<file path="src/rtl/player_mover_pkg.sv">
// Shared definitions for the player motion controller: FSM state encoding,
// one-hot direction constants and a one-hot check helper.
package player_pkg;

  typedef enum logic [1:0] {
    IDLE = 2'd0,
    HELD = 2'd1,
    DEAD = 2'd2
  } playerState_t;

  localparam logic [3:0] DIR_U = 4'b1000;
  localparam logic [3:0] DIR_D = 4'b0100;
  localparam logic [3:0] DIR_R = 4'b0010;
  localparam logic [3:0] DIR_L = 4'b0001;

  function automatic logic isOneHot(input logic [3:0] b);
    return (b == DIR_U) || (b == DIR_D) || (b == DIR_R) || (b == DIR_L);
  endfunction

endpackage

</file>
<file path="src/rtl/player_mover_btn_repeat.sv">
// Button front end: press-edge detection, one-hot validation and the
// tick-paced auto-repeat counter. Emits a single-cycle moveReq with the
// requested direction.
module btn_repeat
  import player_pkg::*;
#(
  parameter int unsigned HOLD_TICKS = 4
) (
  input  logic       btnClk,
  input  logic       rst,
  input  logic       tick,
  input  logic       freeze,
  input  logic       clear,
  input  logic       inHeld,
  input  logic       block,
  input  logic [3:0] btns,
  output logic       press,
  output logic       stillHeld,
  output logic       moveReq,
  output logic [3:0] moveDir
);

  localparam int unsigned CW = (HOLD_TICKS > 1) ? $clog2(HOLD_TICKS) : 1;
  localparam logic [CW-1:0] HOLD_LAST = CW'(HOLD_TICKS - 1);

  logic [3:0]    prevBtns;
  logic [CW-1:0] holdCnt;
  logic          repeatDue;

  // Classify the current buttons against last cycle and raise move requests.
  always_comb begin
    press     = isOneHot(btns) && (btns != prevBtns);
    stillHeld = isOneHot(btns) && (btns == prevBtns);
    repeatDue = inHeld && stillHeld && tick && (holdCnt == HOLD_LAST);
    moveReq   = !block && (press || repeatDue);
    moveDir   = btns;
  end

  // Edge history and repeat counter; history keeps tracking even while dead.
  always_ff @(posedge btnClk) begin
    if (!rst) begin
      prevBtns <= '0;
      holdCnt  <= '0;
    end else if (clear) begin
      prevBtns <= btns;
      holdCnt  <= '0;
    end else if (!freeze) begin
      prevBtns <= btns;
      if (!block) begin
        if (press) begin
          holdCnt <= '0;
        end else if (inHeld && stillHeld) begin
          if (tick) holdCnt <= repeatDue ? '0 : holdCnt + CW'(1);
        end else begin
          holdCnt <= '0;
        end
      end
    end
  end

endmodule

</file>
<file path="src/rtl/player_mover.sv">
// Player motion controller: turns one-hot buttons into screen positions with
// step moves, auto-repeat and boxed-in death detection.
// Build option: PLAYER_WRAP_EN makes edge moves wrap instead of clamp.
module player_mover
  import player_pkg::*;
#(
  parameter int unsigned SCREEN_W   = 640,
  parameter int unsigned SCREEN_H   = 480,
  parameter int unsigned POS_W      = 10,
  parameter int unsigned STEP       = 12,
  parameter int unsigned HOLD_TICKS = 4,
  parameter int unsigned DEAD_TICKS = 3
) (
  input  logic             btnClk,
  input  logic             rst,
  input  logic             tick,
  input  logic             playerDisable,
  input  logic             restart,
  input  logic [3:0]       btns,
  input  logic [3:0]       moveEn,
  input  logic [POS_W-1:0] startX,
  input  logic [POS_W-1:0] startY,
  input  logic [POS_W-1:0] objW,
  input  logic [POS_W-1:0] objH,
  output logic [POS_W-1:0] xPos,
  output logic [POS_W-1:0] yPos,
  output logic             moved,
  output logic             deadPulse,
  output logic             dead,
  output logic [1:0]       state
);

  localparam int unsigned EW = POS_W + 2;
  localparam int unsigned BW = (DEAD_TICKS > 1) ? $clog2(DEAD_TICKS) : 1;
  localparam logic [BW-1:0] BLK_LAST = BW'(DEAD_TICKS - 1);
  localparam logic [EW-1:0] STEP_E   = EW'(STEP);
  localparam logic [EW-1:0] SCR_W_E  = EW'(SCREEN_W);
  localparam logic [EW-1:0] SCR_H_E  = EW'(SCREEN_H);

  playerState_t   stateQ, stateNext;
  logic [BW-1:0]  blkCnt, blkNext;
  logic [POS_W-1:0] xNext, yNext;
  logic           movedNext, deadPulseNext;
  logic           press, stillHeld, moveReq;
  logic [3:0]     moveDir;
  logic           deathTick, applyMove;
  logic [EW-1:0]  xE, yE, wE, hE, candX, candY;
  logic [EW-1:0]  edgeU, edgeD, edgeL, edgeR;

  btn_repeat #(.HOLD_TICKS(HOLD_TICKS)) uRepeat (
    .btnClk    (btnClk),
    .rst       (rst),
    .tick      (tick),
    .freeze    (playerDisable),
    .clear     (restart),
    .inHeld    (stateQ == HELD),
    .block     (stateQ == DEAD),
    .btns      (btns),
    .press     (press),
    .stillHeld (stillHeld),
    .moveReq   (moveReq),
    .moveDir   (moveDir)
  );

  // Candidate position for the requested direction, widened to avoid underflow.
  always_comb begin
    xE = {2'b00, xPos};
    yE = {2'b00, yPos};
    wE = {2'b00, objW};
    hE = {2'b00, objH};
`ifdef PLAYER_WRAP_EN
    edgeU = SCR_H_E - hE;
    edgeD = '0;
    edgeL = SCR_W_E - wE;
    edgeR = '0;
`else
    edgeU = '0;
    edgeD = SCR_H_E - hE;
    edgeL = '0;
    edgeR = SCR_W_E - wE;
`endif
    candX = xE;
    candY = yE;
    case (moveDir)
      DIR_U: candY = (yE >= STEP_E) ? yE - STEP_E : edgeU;
      DIR_D: candY = (yE + hE + STEP_E <= SCR_H_E) ? yE + STEP_E : edgeD;
      DIR_L: candX = (xE >= STEP_E) ? xE - STEP_E : edgeL;
      DIR_R: candX = (xE + wE + STEP_E <= SCR_W_E) ? xE + STEP_E : edgeR;
      default: ;
    endcase
  end

  // Next-state, death detection and move application; death wins over a move.
  always_comb begin
    stateNext     = stateQ;
    blkNext       = blkCnt;
    xNext         = xPos;
    yNext         = yPos;
    movedNext     = 1'b0;
    deadPulseNext = 1'b0;
    deathTick     = (stateQ != DEAD) && tick && (moveEn == '0) && (blkCnt == BLK_LAST);
    applyMove     = 1'b0;
    if (stateQ != DEAD) begin
      if (tick) blkNext = (moveEn == '0) ? blkCnt + BW'(1) : '0;
      if (deathTick) begin
        stateNext     = DEAD;
        deadPulseNext = 1'b1;
        blkNext       = '0;
      end else begin
        if (press || (stateQ == HELD && stillHeld)) stateNext = HELD;
        else                                        stateNext = IDLE;
        applyMove = moveReq && ((moveEn & moveDir) != '0);
        if (applyMove) begin
          xNext     = candX[POS_W-1:0];
          yNext     = candY[POS_W-1:0];
          movedNext = (xNext != xPos) || (yNext != yPos);
        end
      end
    end
  end

  // FSM state register.
  always_ff @(posedge btnClk) begin
    if (!rst || restart) stateQ <= IDLE;
    else if (!playerDisable) stateQ <= stateNext;
  end

  // Position, blocked-tick counter and pulse registers; pulses drop while frozen.
  always_ff @(posedge btnClk) begin
    if (!rst || restart) begin
      xPos      <= startX;
      yPos      <= startY;
      blkCnt    <= '0;
      moved     <= 1'b0;
      deadPulse <= 1'b0;
    end else if (playerDisable) begin
      moved     <= 1'b0;
      deadPulse <= 1'b0;
    end else begin
      xPos      <= xNext;
      yPos      <= yNext;
      blkCnt    <= blkNext;
      moved     <= movedNext;
      deadPulse <= deadPulseNext;
    end
  end

  assign dead  = (stateQ == DEAD);
  assign state = stateQ;

endmodule

</file>
<file path="config.mk">
export PLATFORM = sky130hd
export DESIGN_NAME = player_mover
export DESIGN_NICKNAME = d
export VERILOG_FILES = /design/src/rtl/player_mover_pkg.sv /design/src/rtl/player_mover_btn_repeat.sv /design/src/rtl/player_mover.sv
export SDC_FILE = /design/constraint.sdc
export NUM_CORES = 1
export LEC_CHECK = 0
export BUFFER_PORTS_ARGS = -buffer_cell sky130_fd_sc_hd__buf_2
export CORE_MARGIN = 5
export CORE_UTILIZATION = 53
export CTS_BUF_LIST = sky130_fd_sc_hd__clkbuf_4 sky130_fd_sc_hd__clkbuf_8 sky130_fd_sc_hd__clkbuf_16
export CTS_CLUSTER_DIAMETER = 60
export DETAILED_ROUTE_END_ITERATION = 8
export PLACE_DENSITY_LB_ADDON = 0.15
export SYNTH_ARGS = -nofsm -noshare
export SYNTH_HDL_FRONTEND = slang
export SYNTH_HIERARCHICAL = 1
export SYNTH_SLANG_ARGS = --single-unit
</file>
<file path="constraint.sdc">
create_clock -name btnClk -period 3.8 [get_ports btnClk]
set_clock_uncertainty 0.1 [all_clocks]
set_input_delay 0.19 -clock btnClk [delete_from_list [all_inputs] [get_ports btnClk]]
set_output_delay 0.19 -clock btnClk [all_outputs]
set_load 0.05 [all_outputs]
</file>
After elaboration in Yosys (flattened, before gate mapping) --
Index checks and enable logic that the tools add are counted.
Word-level totals: output and inout bits 25, register bits after elaboration 32, logic and storage cells 106
Cells by class: reductions and logical operators 31, multiplexer cells 28, $add $sub $neg 12, bitwise gates (word level) 6, order comparisons 4, equal/unequal tests 17
Operator list (number):
- 2-to-1 mux 10 bit | 14
- case mux 10 bit (2 select lines) | 2
- adder 11 x 4 -> 12 bit (second input constant) | 2
- adder 10 x 10 -> 11 bit | 2
- adder 10 x 4 -> 10 bit (second input constant) | 2
- >= comparator 10 x 4 -> 1 bit (second input constant) | 2
- inequality test 10 bit | 2
- subtractor 10 x 4 -> 10 bit (second input constant) | 2
- 2-to-1 mux 2 bit | 8
- <= comparator 12 x 10 -> 1 bit (second input constant) | 1
- <= comparator 12 x 9 -> 1 bit (second input constant) | 1
- logical AND 1 bit | 10
- subtractor 10 bit (first input constant) | 1
- subtractor 9 x 10 -> 10 bit (first input constant) | 1
- 2-to-1 mux 4 bit | 2
- logical OR 1 bit | 7
- == test 2 bit (second input constant) | 3
- inequality test 2 x 1 -> 1 bit (second input constant) | 3
- AND reduction 3 bit | 2
- nonzero test 2 bit | 3
- NOT 1 bit | 5
- OR reduction 5 bit | 1
- adder 2 x 1 -> 2 bit (second input constant) | 2
- AND 4 bit | 1
- 17 further kinds | 19

Depth between registers and ports, before layout --
word-level depth 16, gate-level depth with buffers 18, depth with buffers taken out 15

Cells and area by module --
Netlist, hierarchy kept.
Modules (own cells, without submodules):
- player_mover | times used 1, area each 4230.3 µm², cells an instance 574
- btn_repeat | times used 1, area each 414.1 µm², cells an instance 45

Worst setup path before layout --
Ideal clock, no wire load.
kind register to register, start reg yPos[6], end reg moved, path slack -0.609 ns, path buffers 0, setup time 0.135 ns, data arrival time 4.174 ns, stages on the path, launching flop included 14, required time 3.565 ns, cell sequence edfxtp_1 -> ha_1 -> ha_1 -> and2_4 -> a221o_1 -> or4_1 -> o211a_1 -> a311oi_4 -> mux2i_1 -> nor2_1 -> a2bb2oi_1 -> or4_1 -> a221oi_2 -> a311oi_1
On the way: longest elaborated chain between the ends 7, elaborated cells between the ends (all ways) 11, those cells by class add/sub: 4; order compare: 2; eq/ne: 1; mux: 3; reduce/logical: 1
Ends and longest elaborated chain:
- start: declaration | line player_mover.sv:26 | output logic [POS_W-1:0] yPos,
- start signal: assignment | line player_mover.sv:132 | yPos <= startY;
- start signal: assignment | line player_mover.sv:141 | yPos <= yNext;
- adder 10 x 10 -> 11 bit | line player_mover.sv:86 | DIR_D: candY = (yE + hE + STEP_E <= SCR_H_E) ? yE + STEP_E : edgeD;
- adder 11 x 4 -> 12 bit | line player_mover.sv:86
- <= comparator 12 x 9 -> 1 bit | line player_mover.sv:86
- 2-to-1 mux 10 bit | line player_mover.sv:86
- case mux 10 bit (2 select lines) | line player_mover.sv:84 | case (moveDir)
- inequality test 10 bit (*) | line player_mover.sv:116 | movedNext = (xNext != xPos) || (yNext != yPos);
- logical OR 1 bit (*) | line player_mover.sv:116
- end signal: assignment | line player_mover.sv:143 | moved <= movedNext;
- end: declaration | line player_mover.sv:27 | output logic moved,
Mark *: on every way between the ends. The rest lies on a longest branch, timed or not. A chain may end at the register's enable or synchronous reset.

Worst setup path in the final report --
start reg yPos[1], end reg moved
Same word-level chain as after synthesis.

==> flow_summary.yaml <==
run_status:
  status: "finished with violations"
  violations: "negative setup slack"
timing:
  fin_crit_sh_pct: 106
  tns_ns: -0.240
  period_needed_ns: 4.02
  grt_setup_unrepaired: "true"
  final-hold-violation-count: 0
  max-slew-margin-rel_pct: 50.5
  slew_viol_final: 0
  fmax_mhz: 249
  setup_violations: 3
  fin_ws_ns: -0.216
  tightest_slew_ns: 0.740
synth:
  ys_ff_latch: 32
  synth_fp_nets: 720
  synth-edff-count: 20
  synth_cell_type_count: 71
  synth_top_area_share_pct: 12.9
  synth_warnings: 6
  yosys_most_used_dff: "edfxtp_1"
  synthArstFlopShare_pct: 0
  synth_area_sq_um: 4640
  yosys.area.top_type: "edfxtp_1"
  ys_top_cells_by_area: "edfxtp_1, ha_1, xnor2_1"
  yosysSeqAreaShare_pct: 18.1
  syn_inst: 619
  avgSynthCellArea_sq_um: 7.50
setup_path:
  crit_type: "register to register"
  worstPathRequired_ns: 3.86
  cp-end-kind: "register"
  path_max_fanout: 3
  arrival_ns: 4.07
  cp-start-kind: "register"
clocking:
  clk_latency_ns: 0.29
  cts_buffer_depth: 2
  cts_tree: "built"
  cts_sinks: 32
  cts.hold.buffers_added: 0
  cts_max_level: 2
  clk_pin_slew_worst_paths_ns: 0.08
  cts_made_buffers: 5
  cts-root-buf: "clkbuf_8"
global_routing:
  track_usage_pct: 27.3
  grt_max_degree: 19
  grt-ovfl-total: 0
  grt_pass1_wl_um: 25000
  grt_pass1_vias: 5208
  antenna_found_initial: 0
pwr:
  ir_worst_vdd_mv: 0.211
  power_per_cell_area_nw_per_um2: 332
  finalPower_uw: 2030
  power.leakage_uw: 0.00264
floorplanning:
  ioPinCount: 78
  die_w_um: 104
  die-area_sq_um: 10700
  core_sq_um: 8640
  die_h_um: 104
  start_util_pct: 53.8
  rows: 34
route:
  dr.pass1.iters: 8
  drc: 0
  ant_nets: 0
  drtIter0Drc: 518
  wire_per_inst_um: 18.2
  routed_wl_um: 15700
  vias: 5396
  viasPerCell: 6.27
finish:
  n_antenna_cell: 0
  nets: 852
  syn2layout_area_growth_pct: 31.7
  drive_gt1_share_pct: 31.6
  fillCellCount: 729
place:
  place.detailed.hpwl_um: 12100
  port_buffers: 77
  place_congestion: 0.997
flow_run:
  drv_cap: 0
hold_path:
  hp-class: "input pin to register"
-- critical path: stages, from the launching register on --
cell and delay, ns:
edfxtp_1 0.45, ha_4 0.28, ha_4 0.16, inv_2 0.05, fa_2 0.23, nor2b_4 0.05
o211a_1 0.21, or4_1 0.48, o211a_1 0.15, a311oi_4 0.40, mux2i_2 0.34, nor2_1 0.10
a2bb2oi_1 0.13, or4_4 0.41, a221oi_2 0.21, a311oi_1 0.12
-- repair_timing --
item | CTS | global route
endpoints found under the setup margin | 9 | 15
pin swaps | 11 | 20
cloned | 1 | 0
resized for setup | 12 | 36
setup buffers | 6 | 3
-- worst paths after layout --
| path | start | end | slack, ns | cells past startpoint |
|---|---|---|---|---|
| worst max-delay path | yPos[1] | moved | -0.22 | 15 |
| worst min-delay path | rst | uRepeat/prevBtns[0] | 0.08 | 2 |
| worst max register to register | yPos[1] | moved | -0.22 | 15 |
| worst min register to register | blkCnt[1] | blkCnt[1] | 0.39 | 2 |
-- kinds of logic (layout without fill, tap and decap cells) --
kind of cell,count (synthesis),in the layout,share of synthesized area (%)
flip-flops,32,32,18.1
multiplexers,19,19,4.12
AND/OR/NAND/NOR,221,221,23.3
AO/OA/AOI/OAI,184,184,26.5
adder cells (fa/ha/maj),48,48,13.3
XOR/XNOR,46,46,8.67
buffers and inverters,69,202,6.03
-- cells in the final DEF, fill, tap and decap left out, types with 6 or more instances in the layout --
master / netlist / final
dfxtp_1: 12 / 12
edfxtp_1: 20 / 20
inv_1: 37 / 31
nor2b_1: 11 / 10
a221oi_2: 2 / 7
clkbuf_8: 0 / 6
ha_1: 46 / 34
nand2_1: 59 / 58
nor3_1: 15 / 15
nand2b_1: 7 / 6
buf_4: 5 / 77
a22oi_1: 7 / 7
inv_2: 0 / 6
o21ai_1: 1 / 9
xnor2_1: 30 / 29
ha_4: 0 / 10
a21o_1: 8 / 8
buf_2: 2 / 77
a31oi_1: 10 / 9
nor4_1: 6 / 6
xor2_1: 16 / 16
o22ai_1: 11 / 10
mux2i_1: 18 / 13
o21ai_0: 49 / 39
a21oi_1: 39 / 35
nand3_1: 16 / 14
nor2_1: 67 / 67
-- Yosys cell counts (all sizes together), types with 3 or more instances --
cell type,n
a211oi,9
a21o,8
a21oi,39
a221oi,8
a22oi,7
a311oi,3
a31oi,10
and2,3
and3,5
buf,8
clkbuf,24
dfxtp,12
edfxtp,20
ha,46
inv,37
mux2i,18
nand2,59
nand2b,7
nand3,16
nand4,3
nor2,67
nor2b,11
nor3,15
nor3b,3
nor4,6
nor4b,8
o2111ai,3
o211ai,3
o21ai,50
o22ai,11
o311ai,3
o31ai,5
or3,4
or4,3
xnor2,30
xor2,16
-- state kept, by name, indices dropped and copies added, names as in the netlist --
name / cells
uRepeat/prevBtns: 4
moved: 1
yPos: 10
state: 2
blkCnt: 2
uRepeat/holdCnt: 2
xPos: 10
deadPulse: 1
-- per-layer routing --
layer / track usage, % / up-vias / routed length (um)
li1: - / 2540 / -
met1: 37.9 / 2490 / 6700
met2: 43.8 / 320 / 7010
met3: 4.73 / 46 / 1610
met4: 6.65 / 0 / 356
met5: 0 / - / 0
-- where the power goes --
group	total (uW)	internal, uW	switching (uW)
combinational	1300	580	720
clock	308	163	145
sequential	423	401	21.4
-- metrics by stage --
| stage | hold WS (ns) | utilization, % | setup WS [ns] | instances | instance area (sq um) |
|---|---|---|---|---|---|
| after floorplan | 0.167 | - | -0.497 | 619 | 4840 |
| after global placement | 0.361 | 66.5 | -0.189 | 846 | 5740 |
| after detailed placement | 0.377 | 66.5 | -0.313 | 846 | 5740 |
| after CTS | 0.0827 | 68.8 | -0.216 | 861 | 5940 |
| after global routing | 0.0885 | 70.8 | -0.332 | 860 | 6110 |
| final | 0.0847 | 70.8 | -0.216 | 860 | 6110 |
-- cell type report --
cell class                 instances  area (sq um)  share of cell area (%)
multi-input combinational        518          3910                    63.9
timing repair buffer             157           997                    16.3
tap                              108           135                    2.21
inverter                          37           139                    2.27
sequential                        32           841                    13.8
clock buffer                       8          97.6                    1.60
Power figures use the tool's default switching activity.
